==> src/rtl/axi4_lite_arbiter.sv <==
// rtl/axi4_lite_arbiter.sv - two-master round-robin AXI4-Lite arbiter, one transaction outstanding
// Optional per-master grant counters are enabled by defining ARB_STATS_EN.
module axi4_lite_arbiter #(
    parameter int  DATA_WIDTH = 32,
    localparam int ADDR_WIDTH = (DATA_WIDTH == 32) ? 32 : 64,
    localparam int STRB_WIDTH = DATA_WIDTH / 8
) (
    input  logic                  i_aclk,
    input  logic                  i_aresetn,
    input  logic                  i_s0_awvalid,
    output logic                  o_s0_awready,
    input  logic [ADDR_WIDTH-1:0] i_s0_awaddr,
    input  logic                  i_s0_wvalid,
    output logic                  o_s0_wready,
    input  logic [DATA_WIDTH-1:0] i_s0_wdata,
    input  logic [STRB_WIDTH-1:0] i_s0_wstrb,
    output logic                  o_s0_bvalid,
    input  logic                  i_s0_bready,
    output logic [1:0]            o_s0_bresp,
    input  logic                  i_s0_arvalid,
    output logic                  o_s0_arready,
    input  logic [ADDR_WIDTH-1:0] i_s0_araddr,
    output logic                  o_s0_rvalid,
    input  logic                  i_s0_rready,
    output logic [DATA_WIDTH-1:0] o_s0_rdata,
    output logic [1:0]            o_s0_rresp,
    input  logic                  i_s1_awvalid,
    output logic                  o_s1_awready,
    input  logic [ADDR_WIDTH-1:0] i_s1_awaddr,
    input  logic                  i_s1_wvalid,
    output logic                  o_s1_wready,
    input  logic [DATA_WIDTH-1:0] i_s1_wdata,
    input  logic [STRB_WIDTH-1:0] i_s1_wstrb,
    output logic                  o_s1_bvalid,
    input  logic                  i_s1_bready,
    output logic [1:0]            o_s1_bresp,
    input  logic                  i_s1_arvalid,
    output logic                  o_s1_arready,
    input  logic [ADDR_WIDTH-1:0] i_s1_araddr,
    output logic                  o_s1_rvalid,
    input  logic                  i_s1_rready,
    output logic [DATA_WIDTH-1:0] o_s1_rdata,
    output logic [1:0]            o_s1_rresp,
    output logic                  o_m_awvalid,
    input  logic                  i_m_awready,
    output logic [ADDR_WIDTH-1:0] o_m_awaddr,
    output logic                  o_m_wvalid,
    input  logic                  i_m_wready,
    output logic [DATA_WIDTH-1:0] o_m_wdata,
    output logic [STRB_WIDTH-1:0] o_m_wstrb,
    input  logic                  i_m_bvalid,
    output logic                  o_m_bready,
    input  logic [1:0]            i_m_bresp,
    output logic                  o_m_arvalid,
    input  logic                  i_m_arready,
    output logic [ADDR_WIDTH-1:0] o_m_araddr,
    input  logic                  i_m_rvalid,
    output logic                  o_m_rready,
    input  logic [DATA_WIDTH-1:0] i_m_rdata,
    input  logic [1:0]            i_m_rresp,
    output logic                  o_busy,
    output logic [1:0]            o_grant_id
`ifdef ARB_STATS_EN
    ,
    output logic [15:0]           o_gnt_cnt0,
    output logic [15:0]           o_gnt_cnt1
`endif
);

    typedef enum logic [2:0] {S_IDLE, S_WADDR, S_WRESP, S_RADDR, S_RDATA} state_t;

    state_t     r_state, w_state_nxt;
    logic [1:0] r_ptr, w_ptr_nxt;
    logic [1:0] r_grant_id, w_grant_nxt;
    logic       r_aw_done, w_aw_done_nxt;
    logic       r_w_done, w_w_done_nxt;

    logic [3:0] w_req;
    logic       w_win_vld;
    logic [1:0] w_win;
    logic       w_grant_evt;

    logic w_st_waddr, w_st_wresp, w_st_raddr, w_st_rdata;
    logic w_sel_m1;
    logic w_aw_open, w_w_open;
    logic w_aw_hs, w_w_hs, w_b_hs, w_ar_hs, w_r_hs;
    logic w_awready, w_wready, w_arready, w_bvalid, w_rvalid;

    logic                  w_sel_awvalid, w_sel_wvalid, w_sel_bready, w_sel_arvalid, w_sel_rready;
    logic [ADDR_WIDTH-1:0] w_sel_awaddr, w_sel_araddr;
    logic [DATA_WIDTH-1:0] w_sel_wdata;
    logic [STRB_WIDTH-1:0] w_sel_wstrb;

    // Slot index equals {master, is_read}, so the winning slot is the grant id.
    assign w_req = {i_s1_arvalid, i_s1_awvalid, i_s0_arvalid, i_s0_awvalid};

    always_comb begin
        w_win_vld = 1'b0;
        w_win     = r_ptr;
        for (int k = 3; k >= 0; k--) begin
            if (w_req[r_ptr + 2'(k)]) begin
                w_win_vld = 1'b1;
                w_win     = r_ptr + 2'(k);
            end
        end
    end

    assign w_st_waddr  = (r_state == S_WADDR);
    assign w_st_wresp  = (r_state == S_WRESP);
    assign w_st_raddr  = (r_state == S_RADDR);
    assign w_st_rdata  = (r_state == S_RDATA);
    assign w_grant_evt = (r_state == S_IDLE) && w_win_vld;
    assign w_sel_m1    = r_grant_id[1];

    assign w_sel_awvalid = w_sel_m1 ? i_s1_awvalid : i_s0_awvalid;
    assign w_sel_awaddr  = w_sel_m1 ? i_s1_awaddr  : i_s0_awaddr;
    assign w_sel_wvalid  = w_sel_m1 ? i_s1_wvalid  : i_s0_wvalid;
    assign w_sel_wdata   = w_sel_m1 ? i_s1_wdata   : i_s0_wdata;
    assign w_sel_wstrb   = w_sel_m1 ? i_s1_wstrb   : i_s0_wstrb;
    assign w_sel_bready  = w_sel_m1 ? i_s1_bready  : i_s0_bready;
    assign w_sel_arvalid = w_sel_m1 ? i_s1_arvalid : i_s0_arvalid;
    assign w_sel_araddr  = w_sel_m1 ? i_s1_araddr  : i_s0_araddr;
    assign w_sel_rready  = w_sel_m1 ? i_s1_rready  : i_s0_rready;

    // Each write channel closes independently once its handshake is done.
    assign w_aw_open = w_st_waddr & ~r_aw_done;
    assign w_w_open  = w_st_waddr & ~r_w_done;

    assign o_m_awvalid = w_aw_open & w_sel_awvalid;
    assign o_m_awaddr  = w_aw_open ? w_sel_awaddr : '0;
    assign o_m_wvalid  = w_w_open & w_sel_wvalid;
    assign o_m_wdata   = w_w_open ? w_sel_wdata : '0;
    assign o_m_wstrb   = w_w_open ? w_sel_wstrb : '0;
    assign o_m_bready  = w_st_wresp & w_sel_bready;
    assign o_m_arvalid = w_st_raddr & w_sel_arvalid;
    assign o_m_araddr  = w_st_raddr ? w_sel_araddr : '0;
    assign o_m_rready  = w_st_rdata & w_sel_rready;

    assign w_awready = w_aw_open & i_m_awready;
    assign w_wready  = w_w_open & i_m_wready;
    assign w_arready = w_st_raddr & i_m_arready;
    assign w_bvalid  = w_st_wresp & i_m_bvalid;
    assign w_rvalid  = w_st_rdata & i_m_rvalid;

    assign o_s0_awready = w_awready & ~w_sel_m1;
    assign o_s0_wready  = w_wready & ~w_sel_m1;
    assign o_s0_arready = w_arready & ~w_sel_m1;
    assign o_s0_bvalid  = w_bvalid & ~w_sel_m1;
    assign o_s0_bresp   = (w_st_wresp & ~w_sel_m1) ? i_m_bresp : 2'b00;
    assign o_s0_rvalid  = w_rvalid & ~w_sel_m1;
    assign o_s0_rdata   = (w_st_rdata & ~w_sel_m1) ? i_m_rdata : '0;
    assign o_s0_rresp   = (w_st_rdata & ~w_sel_m1) ? i_m_rresp : 2'b00;

    assign o_s1_awready = w_awready & w_sel_m1;
    assign o_s1_wready  = w_wready & w_sel_m1;
    assign o_s1_arready = w_arready & w_sel_m1;
    assign o_s1_bvalid  = w_bvalid & w_sel_m1;
    assign o_s1_bresp   = (w_st_wresp & w_sel_m1) ? i_m_bresp : 2'b00;
    assign o_s1_rvalid  = w_rvalid & w_sel_m1;
    assign o_s1_rdata   = (w_st_rdata & w_sel_m1) ? i_m_rdata : '0;
    assign o_s1_rresp   = (w_st_rdata & w_sel_m1) ? i_m_rresp : 2'b00;

    assign w_aw_hs = o_m_awvalid & i_m_awready;
    assign w_w_hs  = o_m_wvalid & i_m_wready;
    assign w_b_hs  = i_m_bvalid & o_m_bready;
    assign w_ar_hs = o_m_arvalid & i_m_arready;
    assign w_r_hs  = i_m_rvalid & o_m_rready;

    always_comb begin
        w_state_nxt   = r_state;
        w_ptr_nxt     = r_ptr;
        w_grant_nxt   = r_grant_id;
        w_aw_done_nxt = r_aw_done;
        w_w_done_nxt  = r_w_done;
        case (r_state)
            S_IDLE: begin
                if (w_win_vld) begin
                    w_grant_nxt = w_win;
                    w_ptr_nxt   = w_win + 2'd1;
                    w_state_nxt = w_win[0] ? S_RADDR : S_WADDR;
                end
            end
            S_WADDR: begin
                if ((r_aw_done | w_aw_hs) & (r_w_done | w_w_hs)) begin
                    w_state_nxt   = S_WRESP;
                    w_aw_done_nxt = 1'b0;
                    w_w_done_nxt  = 1'b0;
                end else begin
                    w_aw_done_nxt = r_aw_done | w_aw_hs;
                    w_w_done_nxt  = r_w_done | w_w_hs;
                end
            end
            S_WRESP: if (w_b_hs) w_state_nxt = S_IDLE;
            S_RADDR: if (w_ar_hs) w_state_nxt = S_RDATA;
            S_RDATA: if (w_r_hs) w_state_nxt = S_IDLE;
            default: w_state_nxt = S_IDLE;
        endcase
    end

    always_ff @(posedge i_aclk or negedge i_aresetn) begin
        if (!i_aresetn) begin
            r_state    <= S_IDLE;
            r_ptr      <= 2'd0;
            r_grant_id <= 2'd0;
            r_aw_done  <= 1'b0;
            r_w_done   <= 1'b0;
        end else begin
            r_state    <= w_state_nxt;
            r_ptr      <= w_ptr_nxt;
            r_grant_id <= w_grant_nxt;
            r_aw_done  <= w_aw_done_nxt;
            r_w_done   <= w_w_done_nxt;
        end
    end

    assign o_busy     = (r_state != S_IDLE);
    assign o_grant_id = r_grant_id;

`ifdef ARB_STATS_EN
    logic [15:0] r_gnt_cnt0, r_gnt_cnt1;

    always_ff @(posedge i_aclk or negedge i_aresetn) begin
        if (!i_aresetn) begin
            r_gnt_cnt0 <= 16'd0;
            r_gnt_cnt1 <= 16'd0;
        end else if (w_grant_evt) begin
            if (w_win[1]) r_gnt_cnt1 <= r_gnt_cnt1 + 16'd1;
            else          r_gnt_cnt0 <= r_gnt_cnt0 + 16'd1;
        end
    end

    assign o_gnt_cnt0 = r_gnt_cnt0;
    assign o_gnt_cnt1 = r_gnt_cnt1;
`else
    logic w_unused_grant_evt;
    assign w_unused_grant_evt = w_grant_evt;
`endif

endmodule

==> config.mk <==
export PLATFORM = sky130hd
export DESIGN_NAME = axi4_lite_arbiter
export DESIGN_NICKNAME = d
export VERILOG_FILES = /design/src/rtl/axi4_lite_arbiter.sv
export SDC_FILE = /design/constraint.sdc
export NUM_CORES = 1
export LEC_CHECK = 0
export BUFFER_PORTS_ARGS = -buffer_cell sky130_fd_sc_hd__buf_2
export CAP_MARGIN = 15
export CORE_AREA = 5 5 171 173
export CTS_BUF_LIST = sky130_fd_sc_hd__clkbuf_8 sky130_fd_sc_hd__clkbuf_16
export CTS_CLUSTER_DIAMETER = 100
export CTS_CLUSTER_SIZE = 28
export DETAILED_ROUTE_END_ITERATION = 16
export DIE_AREA = 0 0 176 178
export PLACE_DENSITY = 0.47
export SYNTH_ARGS = -nofsm -noshare
export SYNTH_HDL_FRONTEND = slang
export SYNTH_SLANG_ARGS = --single-unit
==> constraint.sdc <==
create_clock -name i_aclk -period 2.1 [get_ports i_aclk]
set_input_delay 0.315 -clock i_aclk [delete_from_list [all_inputs] [get_ports i_aclk]]
set_output_delay 0.315 -clock i_aclk [all_outputs]
set_load 0.01 [all_outputs]
==> metrics.cfg, run 1 <==
[outcome]
status = finished, final reports clean

[yosys]
synth_area_um2 = 2720
ys_ff_latch = 9
syn_area_per_cell_um2 = 6.87
yosysSeqAreaShare_pct = 8.28
synth_cells = 396
syn_nets = 649
synth.distinct_cells = 36
yosysWarnings = 0

[sta]
timing.hold.ws_ps = 464
timing.final.crit_period_ps = 2030
fin_skew_ps = 0.946
max_slew_margin_pct = 59.8
worst_pin_slew_ps = 604
setup_viol = 0
drv_slew = 0
post-route-period-util_pct = 96.5
max_freq_ghz = 0.493
rsz0062_at_grt = yes
finalHoldViolations = 0

[setup_path]
worst-r2r-setup-slack_ps = 420
r2r-end = r_state[1]$_DFFE_PN0P_
critPathRequiredTime_ps = 1780
endpoint = o_m_wstrb[1]
start_kind = register
r2r-start = o_grant_id[1]$_DFFE_PN0P_
path_max_fanout = 36
critPathCaptureType = output port
worstSetupStartpoint = o_grant_id[1]$_DFFE_PN0P_
path_class = register to output port
reg2reg_depth = 5
cp.arrival_ps = 1710

[pwr]
power.switching_mw = 2.60
power_leakage_nw = 3.44
power.share.sequential_pct = 7.4
swShare_pct = 51.0
p_per_area_nw_per_um2 = 914
clkPwrFrac_pct = 6.6
p_total_mw = 5.10
irDropWorstVdd_uv = 372
comb_power_share_pct = 86.0
power.internal_mw = 2.50

[floorplanning]
pin_count = 443
die_x_um = 176
die_h_um = 178
rows = 61
die_area_um2 = 31300
core_um2 = 27500
initial_utilization_pct = 9.90

[placed_design]
port_buffers = 442
place_congestion = 0.826
dp.cells = 1166
hpwl_um = 15100

[final_layout]
drive_gt1_share_pct = 58.2
diodes = 0
final_cells = 1171
nets = 1079
area_growth_pct = 105
fill_cells = 3113

[global_route]
grt_max_degree = 41
grt.overflow.total = 0
first_global_vias = 4268
grt_pass1_wl_um = 24100
antenna_found_initial = 1
grt_usage_pct = 9.55

[detailed_routing]
drtIter0Drc = 185
drt-total-wl_um = 17200
via_per_inst = 3.72
wire_per_inst_um = 14.7
dr.pass1.iters = 4
num_vias = 4357
drc = 0
antenna_left = 0

[clocking]
cts_buffers = 3
clk_root_buffer_cell = clkbuf_16
cts_max_level = 1
cts_sinks = 9
clk_latency_ps = 240
cts.reportedPaths.clkPinSlew_ps = 40
cts_tree = built
clockBufferDepth = 2

[run]
maxCapViolCount = 0

[worst_hold_path]
hp-class = primary input to async pin

## cells by family after synthesis
logic type | share of synthesized area, %
XOR/XNOR | 0.322
multiplexers | 39.0
flip-flops | 8.28
AND/OR/NAND/NOR | 39.8
buffers and inverters | 6.85
AO/OA/AOI/OAI | 5.75
## critical path: stages (launching register included)
cell,delay [ps]
dfrtp_4,490
buf_16,260
buf_12,210
mux2i_2,260
nor2_1,50
buf_2,150
## power groups by stage
stage | Clock [mW] | Sequential (mW) | Combinational [mW]
finish | 0.335 | 0.378 | 4.39
global route | 0.350 | 0.392 | 4.78
CTS | 0.339 | 0.370 | 4.41
detailed placement | 0 | 0.371 | 4.34
global placement | 0 | 0.365 | 4.35
floorplan | 0 | 0.325 | 2.65
## state kept, by name, summed over array words and instances (netlist names)
| register | count |
|---|---|
| r_w_done | 1 |
| r_state | 3 |
| o_grant_id | 2 |
| r_aw_done | 1 |
| r_ptr | 2 |
## synthesized netlist by cell type
master / n / share of area (%)
and3_1: 5 / 1.1
nor3b_4: 1 / 0.69
mux2i_1: 105 / 39
o21ai_1: 1 / 0.18
or4_1: 1 / 0.28
dfrtp_1: 9 / 8.3
o41ai_2: 1 / 0.60
nor2b_1: 5 / 1.1
a22o_1: 1 / 0.32
nand2_1: 6 / 0.83
and4b_1: 2 / 0.74
buf_4: 2 / 0.55
nor2_1: 112 / 15
a21o_1: 1 / 0.28
nand2_2: 1 / 0.23
inv_1: 6 / 0.83
o22a_1: 1 / 0.32
o21ai_2: 1 / 0.32
inv_2: 2 / 0.28
o22ai_1: 3 / 0.69
and2_1: 72 / 17
a32o_1: 1 / 0.37
nor3b_1: 3 / 0.83
a222oi_1: 1 / 0.37
nand2b_1: 5 / 1.1
nand3_1: 1 / 0.18
o311ai_0: 1 / 0.32
buf_2: 17 / 3.1
mux2_2: 1 / 0.41
clkbuf_1: 15 / 2.1
xnor2_1: 1 / 0.32
a21oi_1: 5 / 0.92
a21boi_1: 1 / 0.28
a31oi_1: 1 / 0.23
o21a_1: 2 / 0.55
nor3_1: 3 / 0.55
## layer usage
metal	vias to the layer above	global-route usage (%)	wire length [um]
li1	2177	-	-
met1	1947	11.6	6700
met2	218	17.8	8870
met3	13	2.27	1500
met4	2	0.812	98
met5	-	0	20
## stage by stage
stage          setup slack, ps  util, %  TNS, ps  cell area (um2)
6_report                  72.9     20.3        0             5580
5_1_grt                  -14.1     20.3    -26.2             5580
4_1_cts                   10.9     20.2        0             5550
3_5_place_dp              -161     19.7     -161             5420
3_3_place_gp              -208     19.7     -208             5420
2_1_floorplan              377        -        0             2720
## timing repair
item	in CTS	in global routing
endpoints found under the setup margin	3	45
endpoints found under the hold margin	9	0
hold buffers	1	0
resized for setup	7	9
pin swaps	0	1
buffers inserted	0	0
## cell usage in the layout (no fill, tap or decap), types with 2 or more instances in the layout
| cell type | Yosys | layout |
|---|---|---|
| buf_2 | 17 | 442 |
| nor2_1 | 112 | 109 |
| mux2i_1 | 105 | 100 |
| and2_1 | 72 | 72 |
| dfrtp_1 | 9 | 8 |
| inv_1 | 6 | 7 |
| buf_4 | 2 | 7 |
| nand2_1 | 6 | 6 |
| buf_12 | 0 | 6 |
| and3_1 | 5 | 5 |
| a21oi_1 | 5 | 5 |
| nor2b_1 | 5 | 4 |
| nand2b_1 | 5 | 4 |
| mux2i_2 | 0 | 3 |
| nor3_1 | 3 | 3 |
| o22ai_1 | 3 | 3 |
| clkbuf_16 | 0 | 3 |
| nor2_2 | 0 | 2 |
| mux2i_4 | 0 | 2 |
| nor3b_1 | 3 | 2 |
| and4b_1 | 2 | 2 |
| inv_2 | 2 | 2 |
| o21a_1 | 2 | 2 |
| buf_6 | 0 | 2 |
## layout make-up
cell class / count / area, um2 / share of cell area (%)
Timing Repair Buffer: 459 / 2440 / 43.8
Multi-Input combinational cell: 345 / 2370 / 42.4
Tap cell: 346 / 433 / 7.75
Sequential cell: 9 / 229 / 4.10
Clock buffer: 3 / 75.1 / 1.34
Inverter: 8 / 30.0 / 0.538
Clock inverter: 1 / 3.75 / 0.0672
## how the worst min path moves through the flow
stage	cells after the start	to	startpoint
2_1_floorplan	0	o_grant_id[0]$_DFFE_PN0P_	i_aresetn
3_3_place_gp	1	r_ptr[0]$_DFFE_PN0P_	i_aresetn
3_5_place_dp	1	o_grant_id[0]$_DFFE_PN0P_	i_aresetn
4_1_cts	2	r_ptr[0]$_DFFE_PN0P_	i_aresetn
5_1_grt	2	o_grant_id[0]$_DFFE_PN0P_	i_aresetn
6_report	2	r_ptr[0]$_DFFE_PN0P_	i_aresetn
Power figures use the tool's default switching activity.
==> run 2: changes to the inputs <==
- BUFFER_PORTS_ARGS: -buffer_cell sky130_fd_sc_hd__buf_2 -> not set
- CORE_AREA: 5 5 171 173 -> 5 5 170 172
- DIE_AREA: 0 0 176 178 -> 0 0 175 177
- DONT_BUFFER_PORTS: not set -> 1
- PLACE_DENSITY: 0.47 -> 0.33
==> run 2 against run 1 <==
Combinational power is 4% lower; via count is 28% lower; total power is 2.6% lower; routed wire length is 14% lower; sequential share of layout area is 1.5 points higher; final area is 26% lower; register-to-register slack worse by 140 ps; final cell count is 29% lower; clock power hardly changed; critical endpoint is now o_m_araddr[6]; largest cell class is now multi-input gates.
==> metrics.cfg, run 2 (synthesis results as in run 1) <==
[outcome]
status = finished, final reports clean

[sta]
max_freq_ghz = 0.491
rsz0062_at_grt = no
finalHoldViolations = 0
drv_slew = 0
finalSetupTns_ps = 0
worst_pin_slew_ps = 675
setup_viol = 0
timing.hold.ws_ps = 401
post-route-period-util_pct = 96.9
timing.final.crit_period_ps = 2030
max_slew_margin_pct = 55.0
fin_skew_ps = 0.564

[clocking]
cts_sinks = 9
cts.reportedPaths.clkPinSlew_ps = 40
cts_max_level = 1
post_cts_buffers = 0
cts_tree = built
clk_root_buffer_cell = clkbuf_16
clockBufferDepth = 2
cts_buffers = 3
clk_latency_ps = 230

[detailed_routing]
wire_per_inst_um = 17.7
drc = 0
num_vias = 3153
via_per_inst = 3.77
dr.pass1.iters = 4
drtIter0Drc = 87
antenna_left = 0
drt-total-wl_um = 14800

[final_layout]
drive_gt1_share_pct = 28.7
multiInputGateArea_um2 = 2330
diodes = 0
top_register = r_state
fill_cells = 3117
final_cell_mix = buf_4 (117), nor2_1 (111), mux2i_1 (104)
post-route-cell-area_um2 = 4110
final_common_cell = buf_4
nets = 745
largest_reg_flops = 3
area_growth_pct = 51.2
final-seq-area_um2 = 230

[global_route]
met2_usage_pct = 13.7
grt_use_met1_pct = 10.2
grt_pass1_wl_um = 19500
grt.overflow.total = 0
grt_max_degree = 60
first_global_vias = 3040
busiest_layer = met2
use_met3_pct = 3.10
grt_usage_pct = 8.05
antenna_found_initial = 0

[pwr]
p_per_area_nw_per_um2 = 1210
p_total_mw = 4.97
irDropWorstVdd_uv = 347
power_leakage_nw = 2.00

[placed_design]
place_congestion = 0.778
hpwl_um = 13100
dpl_cell_area_um2 = 3980
port_buffers = 0

[setup_path]
cp.arrival_ps = 1720
start_kind = register
critPathRequiredTime_ps = 1780
critPathCaptureType = output port
path_max_fanout = 59
path_class = register to output port

[floorplanning]
initial_utilization_pct = 9.96
rows = 61
core_um2 = 27300
die_area_um2 = 31000
pin_count = 443
die_x_um = 175
die_h_um = 177

[run]
maxCapViolCount = 0

[worst_hold_path]
hp-class = primary input to register

-- run 2: timing repair --
item | CTS | global route
endpoints found under the hold margin | 9 | 0
setup endpoints to repair | 1 | 101
resized for setup | 1 | 10
pin swaps | 0 | 1
hold buffers | 1 | 0
-- run 2: cell type report --
type | instances | share of cell area (%)
tap | 346 | 10.5
inverter | 8 | 0.730
multi-input combinational | 345 | 56.6
clock inverter | 1 | 0.0912
timing repair buffer | 125 | 24.6
sequential | 9 | 5.60
clock buffer | 3 | 1.82
-- run 2: where the power goes --
part / internal [mW] / switching, mW / leakage (nW)
Combinational: 2.02 / 2.20 / 1.85
Clock: 0.249 / 0.0884 / 0.0423
Sequential: 0.266 / 0.141 / 0.108
Total: 2.54 / 2.43 / 2.00
-- run 2: final timing paths --
kind / from / end / slack (ps) / cells after the start
worst max-delay path: o_grant_id[1]$_DFFE_PN0P_ / o_m_araddr[6] / 70 / 4
worst min-delay path: i_m_rvalid / r_state[2]$_DFFE_PN0P_ / 400 / 2
worst max register to register: o_grant_id[1]$_DFFE_PN0P_ / r_state[1]$_DFFE_PN0P_ / 280 / 5
worst min register to register: r_state[1]$_DFFE_PN0P_ / r_state[1]$_DFFE_PN0P_ / 540 / 1
max in group asynchronous: i_aresetn / o_grant_id[1]$_DFFE_PN0P_ / 1280 / 1
min in group asynchronous: i_aresetn / o_grant_id[0]$_DFFE_PN0P_ / 470 / 1
-- run 2: routing by layer --
| metal | up-vias | part of all wire (%) |
|---|---|---|
| met3 | 2 | 9.9 |
| met2 | 188 | 50 |
| met1 | 1452 | 40 |
| met4 | 0 | 0.18 |
| met5 | - | 0 |
| li1 | 1511 | - |
-- run 2: worst max-delay path, stage by stage, from the launching register on --
cell and delay [ps]:
dfrtp_4 560, buf_16 320, mux2i_2 320, nor2_1 80
buf_4 150
-- run 2: metrics by stage --
stage          utilization (%)  cells  setup slack (ps)
2_1_floorplan                -    396               377
3_3_place_gp              14.6    832               106
3_5_place_dp              14.6    832               178
4_1_cts                   14.9    837              13.3
5_1_grt                   15.1    837              11.2
6_report                  15.1    837              65.1
